## config.mk

```make
export PLATFORM = sky130hd
export DESIGN_NAME = snake_engine
export DESIGN_NICKNAME = d
export VERILOG_FILES = /design/src/rtl/snake_engine_pkg.sv /design/src/rtl/snake_dir_filter.sv /design/src/rtl/snake_engine.sv
export SDC_FILE = /design/constraint.sdc
export NUM_CORES = 1
export LEC_CHECK = 0
export CAP_MARGIN = 40
export CELL_PAD_IN_SITES_DETAIL_PLACEMENT = 0
export CELL_PAD_IN_SITES_GLOBAL_PLACEMENT = 1
export CORE_MARGIN = 3
export CORE_UTILIZATION = 41
export CTS_CLUSTER_SIZE = 10
export DETAILED_ROUTE_END_ITERATION = 10
export PLACE_DENSITY_LB_ADDON = 0.1
export SLEW_MARGIN = 40
export SYNTH_ARGS = -nofsm -noshare
export SYNTH_HDL_FRONTEND = slang
export SYNTH_SLANG_ARGS = --single-unit
```

## constraint.sdc

```tcl
create_clock -name clk -period 16.42 [get_ports clk]
set_clock_uncertainty 0.05 [all_clocks]
set_input_delay 4.926 -clock clk [delete_from_list [all_inputs] [get_ports clk]]
set_output_delay 4.926 -clock clk [all_outputs]
set_load 0.005 [all_outputs]
```

## src/rtl/snake_engine_pkg.sv

```systemverilog
// Shared encodings for the snake game: directions, engine FSM states and
// the opposite-direction helper used by the engine, renderer and button decoder.
package snake_engine_pkg;

    typedef enum logic [1:0] {
        DirUp    = 2'd0,
        DirRight = 2'd1,
        DirDown  = 2'd2,
        DirLeft  = 2'd3
    } dir_e;

    typedef enum logic [1:0] {
        StIdle  = 2'd0,
        StShift = 2'd1,
        StCheck = 2'd2,
        StDead  = 2'd3
    } state_e;

    // Opposite directions differ only in bit 1 with this encoding.
    function automatic dir_e opposite_dir(input dir_e d);
        return dir_e'(d ^ 2'b10);
    endfunction

endpackage

```

## src/rtl/snake_dir_filter.sv

```systemverilog
// Holds the direction to use on the next step, rejecting requests that would
// reverse the snake onto its own neck.
module snake_dir_filter
    import snake_engine_pkg::*;
(
    input  logic       clk,
    input  logic       reset,
    input  logic       enable,
    input  logic       dir_valid,
    input  logic [1:0] dir_req,
    input  dir_e       dir,
    output dir_e       pending_dir
);

    dir_e req;
    logic accept;

    always_comb begin
        req    = dir_e'(dir_req);
        accept = enable && dir_valid && (req != opposite_dir(dir));
    end

    always_ff @(posedge clk or posedge reset) begin
        if (reset) begin
            pending_dir <= DirRight;
        end else if (accept) begin
            pending_dir <= req;
        end
    end

endmodule

```

## src/rtl/snake_engine.sv

```systemverilog
// Snake state engine: segment array, direction, length, wall and self-collision
// detection, plus a registered segment read port for the renderer.
module snake_engine
    import snake_engine_pkg::*;
#(
    parameter int unsigned MAX_LEN   = 32,
    parameter int unsigned GRID_W    = 40,
    parameter int unsigned GRID_H    = 30,
    parameter int unsigned COORD_W   = 6,
    parameter int unsigned LEN_W     = 6,
    parameter int unsigned START_X   = 10,
    parameter int unsigned START_Y   = 15,
    parameter int unsigned START_LEN = 3
) (
    input  logic               clk,
    input  logic               reset,
    input  logic               tick,
    input  logic               dir_valid,
    input  logic [1:0]         dir_req,
    input  logic               grow,
    input  logic [LEN_W-1:0]   rd_idx,
    output logic [COORD_W-1:0] rd_x,
    output logic [COORD_W-1:0] rd_y,
    output logic               rd_valid,
    output logic [COORD_W-1:0] head_x,
    output logic [COORD_W-1:0] head_y,
    output logic [LEN_W-1:0]   length,
    output logic               busy,
    output logic               step_done,
    output logic               game_over,
    output logic               overrun
);

    localparam int unsigned IdxW = (MAX_LEN > 1) ? $clog2(MAX_LEN) : 1;

    logic [COORD_W-1:0] seg_x [MAX_LEN];
    logic [COORD_W-1:0] seg_y [MAX_LEN];

    state_e           state;
    dir_e             dir;
    dir_e             pending_dir;
    logic             pending_grow;
    logic [LEN_W-1:0] idx;

    logic [COORD_W-1:0] new_x;
    logic [COORD_W-1:0] new_y;
    logic               wall_hit;
    logic               body_hit;
    logic [IdxW-1:0]    idx_sel;
    logic [IdxW-1:0]    rd_sel;
    logic               rd_in_range;
    logic               can_grow;

    snake_dir_filter u_dir_filter (
        .clk        (clk),
        .reset      (reset),
        .enable     (state != StDead),
        .dir_valid  (dir_valid),
        .dir_req    (dir_req),
        .dir        (dir),
        .pending_dir(pending_dir)
    );

    // Next head and wall test, both derived from the pre-shift head.
    always_comb begin
        new_x    = seg_x[0];
        new_y    = seg_y[0];
        wall_hit = 1'b0;
        unique case (pending_dir)
            DirUp: begin
                wall_hit = (seg_y[0] == '0);
                new_y    = seg_y[0] - COORD_W'(1);
            end
            DirRight: begin
                wall_hit = (seg_x[0] == COORD_W'(GRID_W - 1));
                new_x    = seg_x[0] + COORD_W'(1);
            end
            DirDown: begin
                wall_hit = (seg_y[0] == COORD_W'(GRID_H - 1));
                new_y    = seg_y[0] + COORD_W'(1);
            end
            DirLeft: begin
                wall_hit = (seg_x[0] == '0);
                new_x    = seg_x[0] - COORD_W'(1);
            end
            default: ;
        endcase
    end

    always_comb begin
        idx_sel     = idx[IdxW-1:0];
        body_hit    = (idx < length) &&
                      (seg_x[0] == seg_x[idx_sel]) && (seg_y[0] == seg_y[idx_sel]);
        rd_sel      = rd_idx[IdxW-1:0];
        rd_in_range = (rd_idx < length);
        can_grow    = (length < LEN_W'(MAX_LEN));
    end

    always_ff @(posedge clk or posedge reset) begin
        if (reset) begin
            state        <= StIdle;
            dir          <= DirRight;
            pending_grow <= 1'b0;
            length       <= LEN_W'(START_LEN);
            idx          <= '0;
            step_done    <= 1'b0;
            overrun      <= 1'b0;
            game_over    <= 1'b0;
            for (int i = 0; i < int'(MAX_LEN); i++) begin
                if (i < int'(START_LEN)) begin
                    seg_x[i] <= COORD_W'(int'(START_X) - i);
                    seg_y[i] <= COORD_W'(START_Y);
                end else begin
                    seg_x[i] <= '0;
                    seg_y[i] <= '0;
                end
            end
        end else begin
            step_done <= 1'b0;
            overrun   <= 1'b0;
            if (tick && (state == StShift || state == StCheck)) begin
                overrun <= 1'b1;
            end

            unique case (state)
                StIdle: begin
                    if (tick) begin
                        state <= StShift;
                    end
                end
                StShift: begin
                    if (wall_hit) begin
                        state     <= StDead;
                        game_over <= 1'b1;
                    end else begin
                        for (int i = 1; i < int'(MAX_LEN); i++) begin
                            seg_x[i] <= seg_x[i-1];
                            seg_y[i] <= seg_y[i-1];
                        end
                        seg_x[0]     <= new_x;
                        seg_y[0]     <= new_y;
                        dir          <= pending_dir;
                        pending_grow <= 1'b0;
                        if (pending_grow && can_grow) begin
                            length <= length + LEN_W'(1);
                        end
                        idx   <= LEN_W'(1);
                        state <= StCheck;
                    end
                end
                StCheck: begin
                    if (body_hit) begin
                        state     <= StDead;
                        game_over <= 1'b1;
                    end else if (idx == length - LEN_W'(1)) begin
                        state     <= StIdle;
                        step_done <= 1'b1;
                    end else begin
                        idx <= idx + LEN_W'(1);
                    end
                end
                StDead: begin
                    game_over <= 1'b1;
                end
                default: state <= StIdle;
            endcase

            // A grow arriving during SHIFT belongs to the following step.
            if (grow && state != StDead) begin
                pending_grow <= 1'b1;
            end
        end
    end

    always_ff @(posedge clk or posedge reset) begin
        if (reset) begin
            rd_x     <= '0;
            rd_y     <= '0;
            rd_valid <= 1'b0;
        end else if (rd_in_range) begin
            rd_x     <= seg_x[rd_sel];
            rd_y     <= seg_y[rd_sel];
            rd_valid <= 1'b1;
        end else begin
            rd_x     <= '0;
            rd_y     <= '0;
            rd_valid <= 1'b0;
        end
    end

    assign head_x = seg_x[0];
    assign head_y = seg_y[0];
    assign busy   = (state != StIdle);

endmodule

```

* Yosys cells after proc, flatten, opt, wreduce, memory -nomap -nowiden *
Index checks and enable logic that the tools add are counted.
W data, S select, Z words.

word-level totals
  logic and storage cells = 177
  output and inout bits = 35
  flip-flop bits (word level) = 419

cells by class
  add/subtract/negate cells = 7
  bitwise gates (word level) = 4
  equality and inequality tests = 21
  order comparisons = 5
  mux-type cells = 37
  reduce and logical (&&, ||, !) cells = 27

operators with widths
  cell                   count
  $bmux W6 S5            4
  $mux W6                13
  $pmux W6 S2            3
  $add A6 B1 Y6 const B  4
  $eq A6 B6 Y1           3
  $sub A6 B1 Y6 const B  3
  $reduce_and A3 Y1      5
  $ne A2 B2 Y1 const B   7
  $ge A6 B6 Y1 const B   2
  $logic_not A6 Y1       2
  $lt A6 B6 Y1           2
  $not A5 Y6             2
  $mux W1                11
  $reduce_bool A2 Y1     5
  $eq A2 B2 Y1 const B   4
  $logic_and A1 B1 Y1    7
  $eq A6 B5 Y1 const B   1
  $eq A6 B6 Y1 const B   1
  $lt A6 B6 Y1 const B   1
  $mux W2                3
  $pmux W2 S3            1
  $reduce_bool A3 Y1     2
  $eq A2 B1 Y1 const B   2
  $logic_not A2 Y1       2
  9 further kinds        11

* Logic depth before layout (Yosys ltp) *
  depth in word-level cells = 9
  mapped depth = 15
  depth with buffers taken out = 11

* By module *
A second synthesis with hierarchy kept.

second synthesis, totals
  cells, all modules = 2,345
  area, all modules = 23,169.7 um^2

by module, submodules not included
  module            cells each  seq. area each (um^2)  area each (um^2)  instances
  snake_engine      2,336       10,460.0               23,065.9          1
  snake_dir_filter  9           51.3                   103.8             1

* Worst setup path after synthesis *
OpenSTA, ideal clock, no wires.

  path kind = in2reg
  start point = in rd_idx[0]
  end point = reg rd_x[0]
  library setup time = 0.132 ns
  arrival time = 7.303 ns
  slack = 8.935 ns
  cell stages on the path = 7
  cells stage by stage = clkbuf_1 > buf_1 > buf_1 > mux4_2 > mux4_2 > mux2i_1 > nor2_1

between the ends
  cells in the longest elaborated chain, start to end = 5
  elaborated cells on any way between the ends = 6

ends and longest elaborated chain
  element                                      line                 text
  start: declaration                           snake_engine.sv:21   input logic [LEN_W-1:0] rd_idx,
  $not A5 Y6 (implied by the code)             snake_engine.sv:181  rd_x <= seg_x[rd_sel];
  $bmux W6 S5                                  snake_engine.sv:181
  $mux W6 (implied by the code) (2 in series)  snake_engine.sv:181
  $mux W6 *                                    snake_engine.sv:180  end else if (rd_in_range) begin
  end signal: assignment                       snake_engine.sv:181
  end: declaration                             snake_engine.sv:22   output logic [COORD_W-1:0] rd_x,

Mark *: on every way between the ends. The rest lies on a longest branch, timed or not. The select of a mux whose other input is x is not followed.
A chain may end at the register's enable or synchronous reset.

* Final worst setup path *
  start point = in rd_idx[0]
  end point = reg rd_y[0]

between the ends
  cells in the longest elaborated chain, start to end = 5
  elaborated cells on any way between the ends = 6

ends and longest elaborated chain
  element                                      line                 text
  $not A5 Y6 (implied by the code)             snake_engine.sv:182  rd_y <= seg_y[rd_sel];
  $bmux W6 S5                                  snake_engine.sv:182
  $mux W6 (implied by the code) (2 in series)  snake_engine.sv:182
  $mux W6 *                                    snake_engine.sv:180
  end signal: assignment                       snake_engine.sv:182
  end: declaration                             snake_engine.sv:23   output logic [COORD_W-1:0] rd_y,

Marked as above.

==> metrics.md <==
| Metric | Value |
|---|---|
| Status | `complete, no violations` |
| Avg Inst Size Synth | `just under 10 um2` |
| Vias per cell | `roughly 5.4` |
| Setup TNS Final | `0 ps` |
| Maximum fanout along the worst path | `roughly 50` |
| Min Tclk post-route | `between 7000 and 8000 ps` |
| Top-level I/O count | `48` |
| Post-route setup slack | `around 9400 ps` |
| Area Overhead vs Synth | `11.39%` |
| PortBufs | `47` |
| FFs w/ async S/R, synth | `between 90% and 100%` |
| Initial Util | `approximately two fifths` |
| Max-slew headroom | `between 40% and 50%` |
| Synth Area in XOR/XNOR | `1.335%` |
| Core area | `about 0.055 mm2` |
| VDD IR-drop max | `between 0.0001 and 0.00015 V` |
| CP Launch Type | `input pin` |
| RSZ-0062 raised after global routing | `no` |
| Post-synth EDFFs | `0` |
| Clock sink total | `roughly 420` |
| Post-synthesis cell type count | `slightly above 60` |
| Max-Cap Viols | `0` |
| Routed len/inst | `20.46 um` |
| Register Area | `0.01052 mm2` |
| Critical path type | `input pin to flip-flop` |
| Area of the mapped netlist | `about 0.023 mm2` |
| Fill count | `~5200` |
| CTS clk-pin slew, worst paths | `around 60 ps` |
| P_leak | `12.26 nW` |
| Multiplexer share of the synthesized area | `a little under a quarter` |
| Post-Syn Instances | `around 2300` |
| Period utilisation layout | `a little over two fifths` |
| Final setup viols | `0` |
| Post-CTS Setup Repair Bufs | `0` |
| Final Hold Fails | `0` |
| Crit path DAT | `about 7400 ps` |
| Fraction of layout cells with a size suffix above 1 | `between 10% and 20%` |
| Ant diodes | `0` |
| Yosys top cell by area | `dfrtp_1` |
| Post-CTS resize count | `0` |
| Routed WL | `just over 60000 um` |
| Routability congestion estimate | `around 0.77` |
| Mapped Nets | `between 2000 and 2500` |
| Clock tree buffer depth | `3` |
| Setup crit end kind | `flip-flop` |
| Synthesized flop and latch total | `between 400 and 500` |
| Hold crit path type | `flip-flop to flip-flop` |
| Latest clock arrival within the worst-skew pair | `roughly 600 ps` |
| Die H | `about 240 um` |
| Floorplan row count | `86` |
| Max-slew violations | `0` |
| Synth Area in Adders | `~1.6%` |
| Total die area | `about 0.06 mm2` |
| CTS Hold Bufs | `0` |
| Top post-synthesis cells by area | `dfrtp_1, mux4_2, nand2_1, dfstp_2, clkbuf_1` |
| Worst slack at placement | `roughly 8700 ps` |
| Htree depth | `2` |
| Via count | `16610` |
| DR DRC count | `0` |
| Ys flop type | `dfrtp_1` |
| Max Fclk | `~140 MHz` |
| Num CTS Buffers | `50` |
| Initial antenna violation count | `0` |
| Largest family of logic cells by synthesized area | `multiplexers` |
| Critical path required time | `~17000 ps` |
| Synthesis warning total | `0` |
| Drt pass-1 iters | `5` |
| Share of the synthesized area in the top cell type | `between 40 and 50%` |
| Largest net degree at the start of global routing | `200` |
| Post-Synth Simple-Gate Area | `21.74%` |
| Detail Route Antenna Nets | `0` |
| Seq/Total Area, Yosys | `45.79%` |
| CTS tree | `built` |
| Multi-input gate area | `~0.012 mm2` |
| Die Width | `242.6 um` |
| Worst Tran Pin Value | `~830 ps` |
| CTS Root Cell | `clkbuf_16` |
| Most common cell in the netlist | `nand2_1` |
| Pwr dens | `approximately 180 mW/mm2` |
| GR Overflow Total | `0` |
| Global-route wire length before repair | `slightly above 100000 um` |
| Total GRT Usage | `21.55%` |
| Compound-gate portion of the synthesized area | `between 2 and 3%` |
| Number of global-route vias before repair | `approximately 17000` |
| Post-DP HPWL | `38420 um` |
| Commonest cells in the synthesized netlist | `nand2_1, dfrtp_1, mux4_2` |
| Fin nets | `2311` |
| Worst Hold Slack | `416.7 ps` |
| Starting DRT DRC Count | `approximately 1600` |
## area by class of cell
class,instances,share of cell area [%]
multi-input combinational,1696,45.48
sequential,419,41.14
clock buffer,79,5.593
tap,748,3.660
timing repair buffer,78,3.464
inverter,24,0.3963
clock inverter,5,0.2691
## cells by family after synthesis
logic type,after synthesis
AOI/OAI and AO/OA,101
buffers and inverters,196
adders and majority gates,29
muxes,261
DFF,419
and+or+nand+nor,1270
xor gates and xnor gates,35
## layer usage
layer  part of all wire, %  GRT usage [%]
met1                    47          31.33
met2                    47          34.33
met3                   3.7          2.640
met4                   2.6          6.116
met5                     0              0
## sequential cells by signal, summed over array words and instances (netlist names)
name                      count
rd_x                          6
state                         2
rd_y                          6
length                        6
seg_y                       186
u_dir_filter.pending_dir      2
pending_grow                  1
dir                           2
seg_x                       186
idx                           6
head_x                        6
game_over                     1
overrun                       1
rd_valid                      1
step_done                     1
head_y                        6
## critical path: stages
cell and delay (ps):
buf_6 520, buf_6 650, mux4_2 590, mux4_2 470, mux2i_1 150, nor2_1 50
## final timing paths
path | from | end | slack, ps | depth (start not counted)
worst min register to register | dir[0] | dir[0] | 420 | 2
min in group asynchronous | reset | seg_y[149] | 4640 | 2
worst max-delay path | rd_idx[0] | rd_y[0] | 9390 | 6
worst max register to register | idx[1] | idx[4] | 11310 | 10
max in group asynchronous | reset | seg_y[164] | 10170 | 5
worst min-delay path | dir[0] | dir[0] | 420 | 2
## placed cells by master (no fill, tap or decap), drive strengths merged, types with 21 or more instances in the layout
master         synthesis  layout
mux4                 209     209
o21ai                 27      27
inv                   24      25
xnor2                 21      21
dfrtp                398     398
dfstp                 21      21
clkbuf               126      79
clkdlybuf4s50          0      43
mux2i                 41      41
nand2               1148    1148
nor2                  34      34
buf                   46      35
ha                    27      27
## where the power goes
| group | total [mW] | internal, mW | leakage [nW] | switching, mW |
|---|---|---|---|---|
| clock | 1.05 | 0.607 | 0.726 | 0.439 |
| combinational | 1.74 | 0.733 | 5.92 | 1.00 |
| sequential | 1.77 | 1.36 | 5.61 | 0.409 |
## stage by stage
stage / instances / power, mW / instance area (um2) / util [%]
floorplan: 2311 / 2.955 / 22960 / -
global placement: 2958 / 3.476 / 23870 / 43.23
detailed placement: 2962 / 3.533 / 23990 / 43.45
CTS: 3046 / 4.610 / 25480 / 46.17
global route: 3049 / 4.900 / 25570 / 46.32
finish: 3049 / 4.557 / 25570 / 46.32
No activity file was read; power rests on OpenSTA's default activity.
